===== config.mk =====
export PLATFORM = sky130hd
export DESIGN_NAME = if_fetch
export DESIGN_NICKNAME = d
export VERILOG_FILES = /design/src/rtl/if_fetch.sv
export SDC_FILE = /design/constraint.sdc
export NUM_CORES = 1
export LEC_CHECK = 0
export CAP_MARGIN = 15
export CORE_MARGIN = 2
export CORE_UTILIZATION = 55
export DETAILED_ROUTE_END_ITERATION = 10
export GPL_TIMING_DRIVEN = 0
export PLACE_DENSITY = 0.95
export SLEW_MARGIN = 20
export SYNTH_ARGS = -nofsm -noshare
export SYNTH_HDL_FRONTEND = slang
export SYNTH_SLANG_ARGS = --single-unit

===== constraint.sdc =====
create_clock -name clk -period 3.4 [get_ports clk]
set_clock_uncertainty 0.2 [all_clocks]
set_input_delay 0.68 -clock clk [delete_from_list [all_inputs] [get_ports clk]]
set_output_delay 0.68 -clock clk [all_outputs]
set_load 0.01 [all_outputs]

===== src/rtl/if_fetch.sv =====
// Instruction fetch stage: assembles a 32-bit instruction from four byte reads,
// predicts JAL / backward branches as taken and presents the word to IF/ID.
module if_fetch (
   input  logic        clk,
   input  logic        rst,
   input  logic [5:0]  stall_sign,
   input  logic        br_flag,
   input  logic [31:0] br_target,
   input  logic        mem_gnt,
   input  logic [7:0]  mem_din,
   output logic        mem_req,
   output logic [31:0] mem_addr,
   output logic [31:0] if_pc,
   output logic [31:0] if_inst,
   output logic        if_taken,
   output logic        stallreq_if
);

   typedef enum logic [1:0] {
      FETCH     = 2'd0,
      WAIT_LAST = 2'd1,
      READY     = 2'd2
   } state_t;

   state_t      state_r, state_nx_s;
   logic [31:0] pc_r, pc_nx_s;
   logic [31:0] word_r, word_nx_s;
   logic [2:0]  issue_cnt_r, issue_nx_s;
   logic [2:0]  recv_cnt_r, recv_nx_s;
   logic        pending_r, issued_s;
   logic        taken_s;
   logic [31:0] next_pc_s;
   logic        stall_unused_s;

   assign stall_unused_s = ^{stall_sign[5:2], stall_sign[0]};

   function automatic logic [31:0] j_imm(input logic [31:0] inst);
      return {{12{inst[31]}}, inst[19:12], inst[20], inst[30:21], 1'b0};
   endfunction

   function automatic logic [31:0] b_imm(input logic [31:0] inst);
      return {{20{inst[31]}}, inst[7], inst[30:25], inst[11:8], 1'b0};
   endfunction

   // Static prediction of the assembled word
   always_comb begin
      taken_s   = 1'b0;
      next_pc_s = pc_r + 32'd4;
      case (word_r[6:0])
         7'b1101111: begin
            taken_s   = 1'b1;
            next_pc_s = pc_r + j_imm(word_r);
         end
         7'b1100011: begin
            if (word_r[31]) begin
               taken_s   = 1'b1;
               next_pc_s = pc_r + b_imm(word_r);
            end else begin
               taken_s   = 1'b0;
               next_pc_s = pc_r + 32'd4;
            end
         end
         default: begin
            taken_s   = 1'b0;
            next_pc_s = pc_r + 32'd4;
         end
      endcase
   end

   // Next-state, byte assembly and output decode
   always_comb begin
      state_nx_s  = state_r;
      pc_nx_s     = pc_r;
      word_nx_s   = word_r;
      issue_nx_s  = issue_cnt_r;
      recv_nx_s   = recv_cnt_r;
      issued_s    = 1'b0;
      mem_req     = 1'b0;
      mem_addr    = pc_r + {29'd0, issue_cnt_r};
      if_pc       = 32'd0;
      if_inst     = 32'd0;
      if_taken    = 1'b0;
      stallreq_if = 1'b1;
      if (rst) begin
         state_nx_s = FETCH;
      end else if (br_flag) begin
         // Redirect wins: a byte landing now belongs to the squashed fetch
         state_nx_s = FETCH;
         pc_nx_s    = br_target;
         issue_nx_s = 3'd0;
         recv_nx_s  = 3'd0;
      end else begin
         if (pending_r) begin
            case (recv_cnt_r)
               3'd0:    word_nx_s[7:0]   = mem_din;
               3'd1:    word_nx_s[15:8]  = mem_din;
               3'd2:    word_nx_s[23:16] = mem_din;
               3'd3:    word_nx_s[31:24] = mem_din;
               default: word_nx_s        = word_r;
            endcase
            recv_nx_s = recv_cnt_r + 3'd1;
         end else begin
            recv_nx_s = recv_cnt_r;
         end
         case (state_r)
            FETCH: begin
               mem_req  = (issue_cnt_r < 3'd4);
               issued_s = mem_req & mem_gnt;
               if (issued_s) begin
                  issue_nx_s = issue_cnt_r + 3'd1;
                  if (issue_cnt_r == 3'd3) begin
                     state_nx_s = WAIT_LAST;
                  end else begin
                     state_nx_s = FETCH;
                  end
               end else begin
                  issue_nx_s = issue_cnt_r;
               end
            end
            WAIT_LAST: begin
               if (pending_r && (recv_cnt_r == 3'd3)) begin
                  state_nx_s = READY;
               end else begin
                  state_nx_s = WAIT_LAST;
               end
            end
            READY: begin
               if_pc       = pc_r;
               if_inst     = word_r;
               if_taken    = taken_s;
               stallreq_if = 1'b0;
               if (!stall_sign[1]) begin
                  pc_nx_s    = next_pc_s;
                  state_nx_s = FETCH;
                  issue_nx_s = 3'd0;
                  recv_nx_s  = 3'd0;
               end else begin
                  state_nx_s = READY;
               end
            end
            default: begin
               state_nx_s = FETCH;
               issue_nx_s = 3'd0;
               recv_nx_s  = 3'd0;
            end
         endcase
      end
   end

   // State registers
   always_ff @(posedge clk) begin
      if (rst) begin
         state_r     <= FETCH;
         pc_r        <= 32'd0;
         word_r      <= 32'd0;
         issue_cnt_r <= 3'd0;
         recv_cnt_r  <= 3'd0;
         pending_r   <= 1'b0;
      end else begin
         state_r     <= state_nx_s;
         pc_r        <= pc_nx_s;
         word_r      <= word_nx_s;
         issue_cnt_r <= issue_nx_s;
         recv_cnt_r  <= recv_nx_s;
         pending_r   <= issued_s;
      end
   end

endmodule


==> reports/metrics.cfg <==
[status]
status=finished, violations left
violations=negative setup slack

[logic_synthesis]
muxShareOfSynthArea_pct=1.23
postSynth.asyncResetShare_pct=0
synth_compound_area_share_pct=30.0
synth_nets=1260
ys_seq_area_share_pct=17.9
syn_avg_cell_area_um2=7.08
synth_simple_gate_area_share_pct=28.3
yosys_warnings=0
synth_edf_count=0
synth_xor_area_share_pct=7.94
synth_cell_types=79
synthesis.area_mm2=0.00816
synthAdderAreaFrac_pct=9.02
synthCells=1153
synth_top_family_by_area=compound AO/OA/AOI/OAI gates
ys.flop_type=dfxtp_1
ys_ff_latch=73

[detailed_routing]
drc_errors=0
first_pass_iters=6
routed_wl_um=34900
routed_via_density=6.85
drt_iter0_drc=1532
vias=10400
ant_nets=0
wl_per_cell_um=23.1

[critical_path]
reg2reg_depth=7
cp_max_fo=4
r2r-end=pc_r[24]
reg2reg_from=word_r[4]
arrival_ns=2.68
cp-end-kind=output port
r2r_slack_ns=0.03
cp.required_ns=2.52
critical_path_class=flop to output port
start_kind=flop

[layout]
stdcell_area_mm2=0.0104
drive_gt1_share_pct=11.8
stdcell_count=1511
post-route-util_pct=71.9
area_delta_synth_final_pct=28.0
final_nets=1429
diodes=0

[cts]
clkTransAtPathRegs_ns=0.06
htree_num_levels=3
postCtsHoldBufs=0
cts-root-buf=clkbuf_16
numCtsBuffers=9
cts_sinks=73
clk_latency_ns=0.36
cts_buffer_depth=2
tritoncts=yes

[global_route]
grt_overflow=0
grt_pass1_wl_um=52000
first_global_vias=9533
grtUsageTotal_pct=41.8
grt_max_degree=28
grt_antenna_before_repair=1

[sta]
worst_slack_ns=-0.162
slew-limit-headroom_pct=26.9
tns_ns=-0.658
setup_violations=8
hold_viol_final=0
worst_slew_pin_slew_ns=1.10
fin_crit_sh_pct=105
worst_hold_slack_ns=0.282
period_needed_ns=3.56
fmax_mhz=281
drv_slew=0
rsz0062_at_grt=yes

[placed_design]
hpwl_um=25200
postPlaceCellArea_mm2=0.00980
pre_cts_slack_ns=-1.02
gp_congestion=1.02
place_inst=1478
port_buffers=141

[pwr]
power.density_mw_per_mm2=230
fin_total_pwr_mw=2.40
leakagePower_nw=4.36
ir_drop_v=0.000236

[min_path]
hold_end=word_r[6]
whs_path_depth=2
hp-start=word_r[6]
hp-class=flop to flop

[floorplan]
start_util_pct=56.1
io_pins=149
die_h_um=126
row_count=44
die_w_um=126
die_area_mm2=0.0158
core_mm2=0.0145

[flow_run]
cap_violations=0

[sequential cells by signal (all words and copies together), names as in the netlist]
| register | flops |
|---|---|
| issue_cnt_r | 3 |
| pc_r | 32 |
| pending_r | 1 |
| recv_cnt_r | 3 |
| state_r | 2 |
| word_r | 32 |
[cells in the mapped netlist (all sizes together) (5+ instances only)]
| cell | n | area [µm²] |
|---|---|---|
| a2111oi | 6 | 65.1 |
| xnor2 | 48 | 420 |
| buf | 27 | 143 |
| ha | 54 | 676 |
| nor2 | 84 | 320 |
| a221oi | 10 | 93.8 |
| dfxtp | 73 | 1460 |
| xor2 | 26 | 228 |
| o221ai | 7 | 61.3 |
| o21ai | 79 | 407 |
| or4 | 5 | 37.5 |
| or3 | 15 | 98.8 |
| and4 | 9 | 78.8 |
| a31oi | 18 | 119 |
| and2 | 11 | 68.8 |
| nand2 | 157 | 589 |
| nand3 | 29 | 145 |
| or2 | 6 | 37.5 |
| nand4 | 15 | 115 |
| nor3 | 23 | 130 |
| o311ai | 5 | 43.8 |
| nand2b | 7 | 43.8 |
| inv | 27 | 101 |
| o21a | 7 | 52.6 |
| a21o | 26 | 195 |
| clkbuf | 56 | 210 |
| mux2i | 10 | 100 |
| o31ai | 6 | 45.0 |
| and3 | 81 | 507 |
| a21oi | 113 | 588 |
| o211ai | 7 | 57.6 |
| o22ai | 7 | 57.6 |
| a211oi | 34 | 280 |
[power breakdown]
part           switching [mW]  internal, mW  leakage [nW]  total (mW)
Sequential             0.0474         0.883         0.601       0.931
Clock                   0.459         0.507         0.135       0.965
Combinational           0.295         0.209          3.63       0.504
[metal layers]
metal	GRT usage (%)	up-vias	wire length, µm
li1	-	4595	-
met1	52.7	4684	12900
met2	65.5	864	15000
met3	9.09	213	4490
met4	25.2	0	2500
met5	0	-	0
[worst max-delay path by stage]
| stage | from | slack (ns) | cells past startpoint | to |
|---|---|---|---|---|
| floorplan | issue_cnt_r[0] | 0.13 | 10 | mem_addr[26] |
| global placement | rst | -0.98 | 6 | if_pc[18] |
| detailed placement | rst | -1.02 | 6 | if_pc[15] |
| CTS | issue_cnt_r[0] | -0.14 | 11 | mem_addr[30] |
| global route | pc_r[0] | -0.20 | 11 | mem_addr[30] |
| finish | pc_r[0] | -0.16 | 11 | mem_addr[30] |
[placed cells by master, fill, tap and decap left out, types with 11 or more instances in the layout]
cell type	n
a211oi_1	26
a21o_1	25
a21oi_1	109
a31oi_1	17
and2_1	11
and3_1	79
buf_2	26
buf_4	19
clkbuf_1	41
clkbuf_2	11
clkdlybuf4s50_1	115
dfxtp_1	61
dlygate4sd2_1	13
ha_1	51
inv_1	26
nand2_1	155
nand3_1	24
nand4_1	13
nor2_1	79
nor3_1	19
o21ai_0	61
o21ai_1	14
or3_1	13
xnor2_1	46
xor2_1	26
[final cells by class]
type	instances	area, µm²
buffer	81	379
clock buffer	9	225
clock inverter	7	57.6
fill	1178	4090
inverter	27	101
multi-input combinational	970	6480
sequential	73	1490
tap	184	230
timing repair buffer	160	1490
[worst max-delay path, stage by stage (launching register included)]
cell	delay (ns)
dfxtp_4	0.37
ha_4	0.14
inv_2	0.04
fa_2	0.36
nor2b_4	0.16
o2111ai_4	0.15
nor2_4	0.21
and3_4	0.21
and4_4	0.28
nand3_2	0.09
xnor2_1	0.16
buf_2	0.15
[logic make-up after synthesis]
kind of cell | after synthesis
DFF | 73
AOI/OAI and AO/OA | 369
buffers and inverters | 110
and+or+nand+nor | 460
muxes | 10
adders and majority gates | 57
xor gates and xnor gates | 74
[timing repair]
item	4_1_cts	5_1_grt
setup endpoints to repair	119	81
buffers inserted	12	8
pin swaps	12	16
resized for setup	116	39
Power figures use the tool's default switching activity.
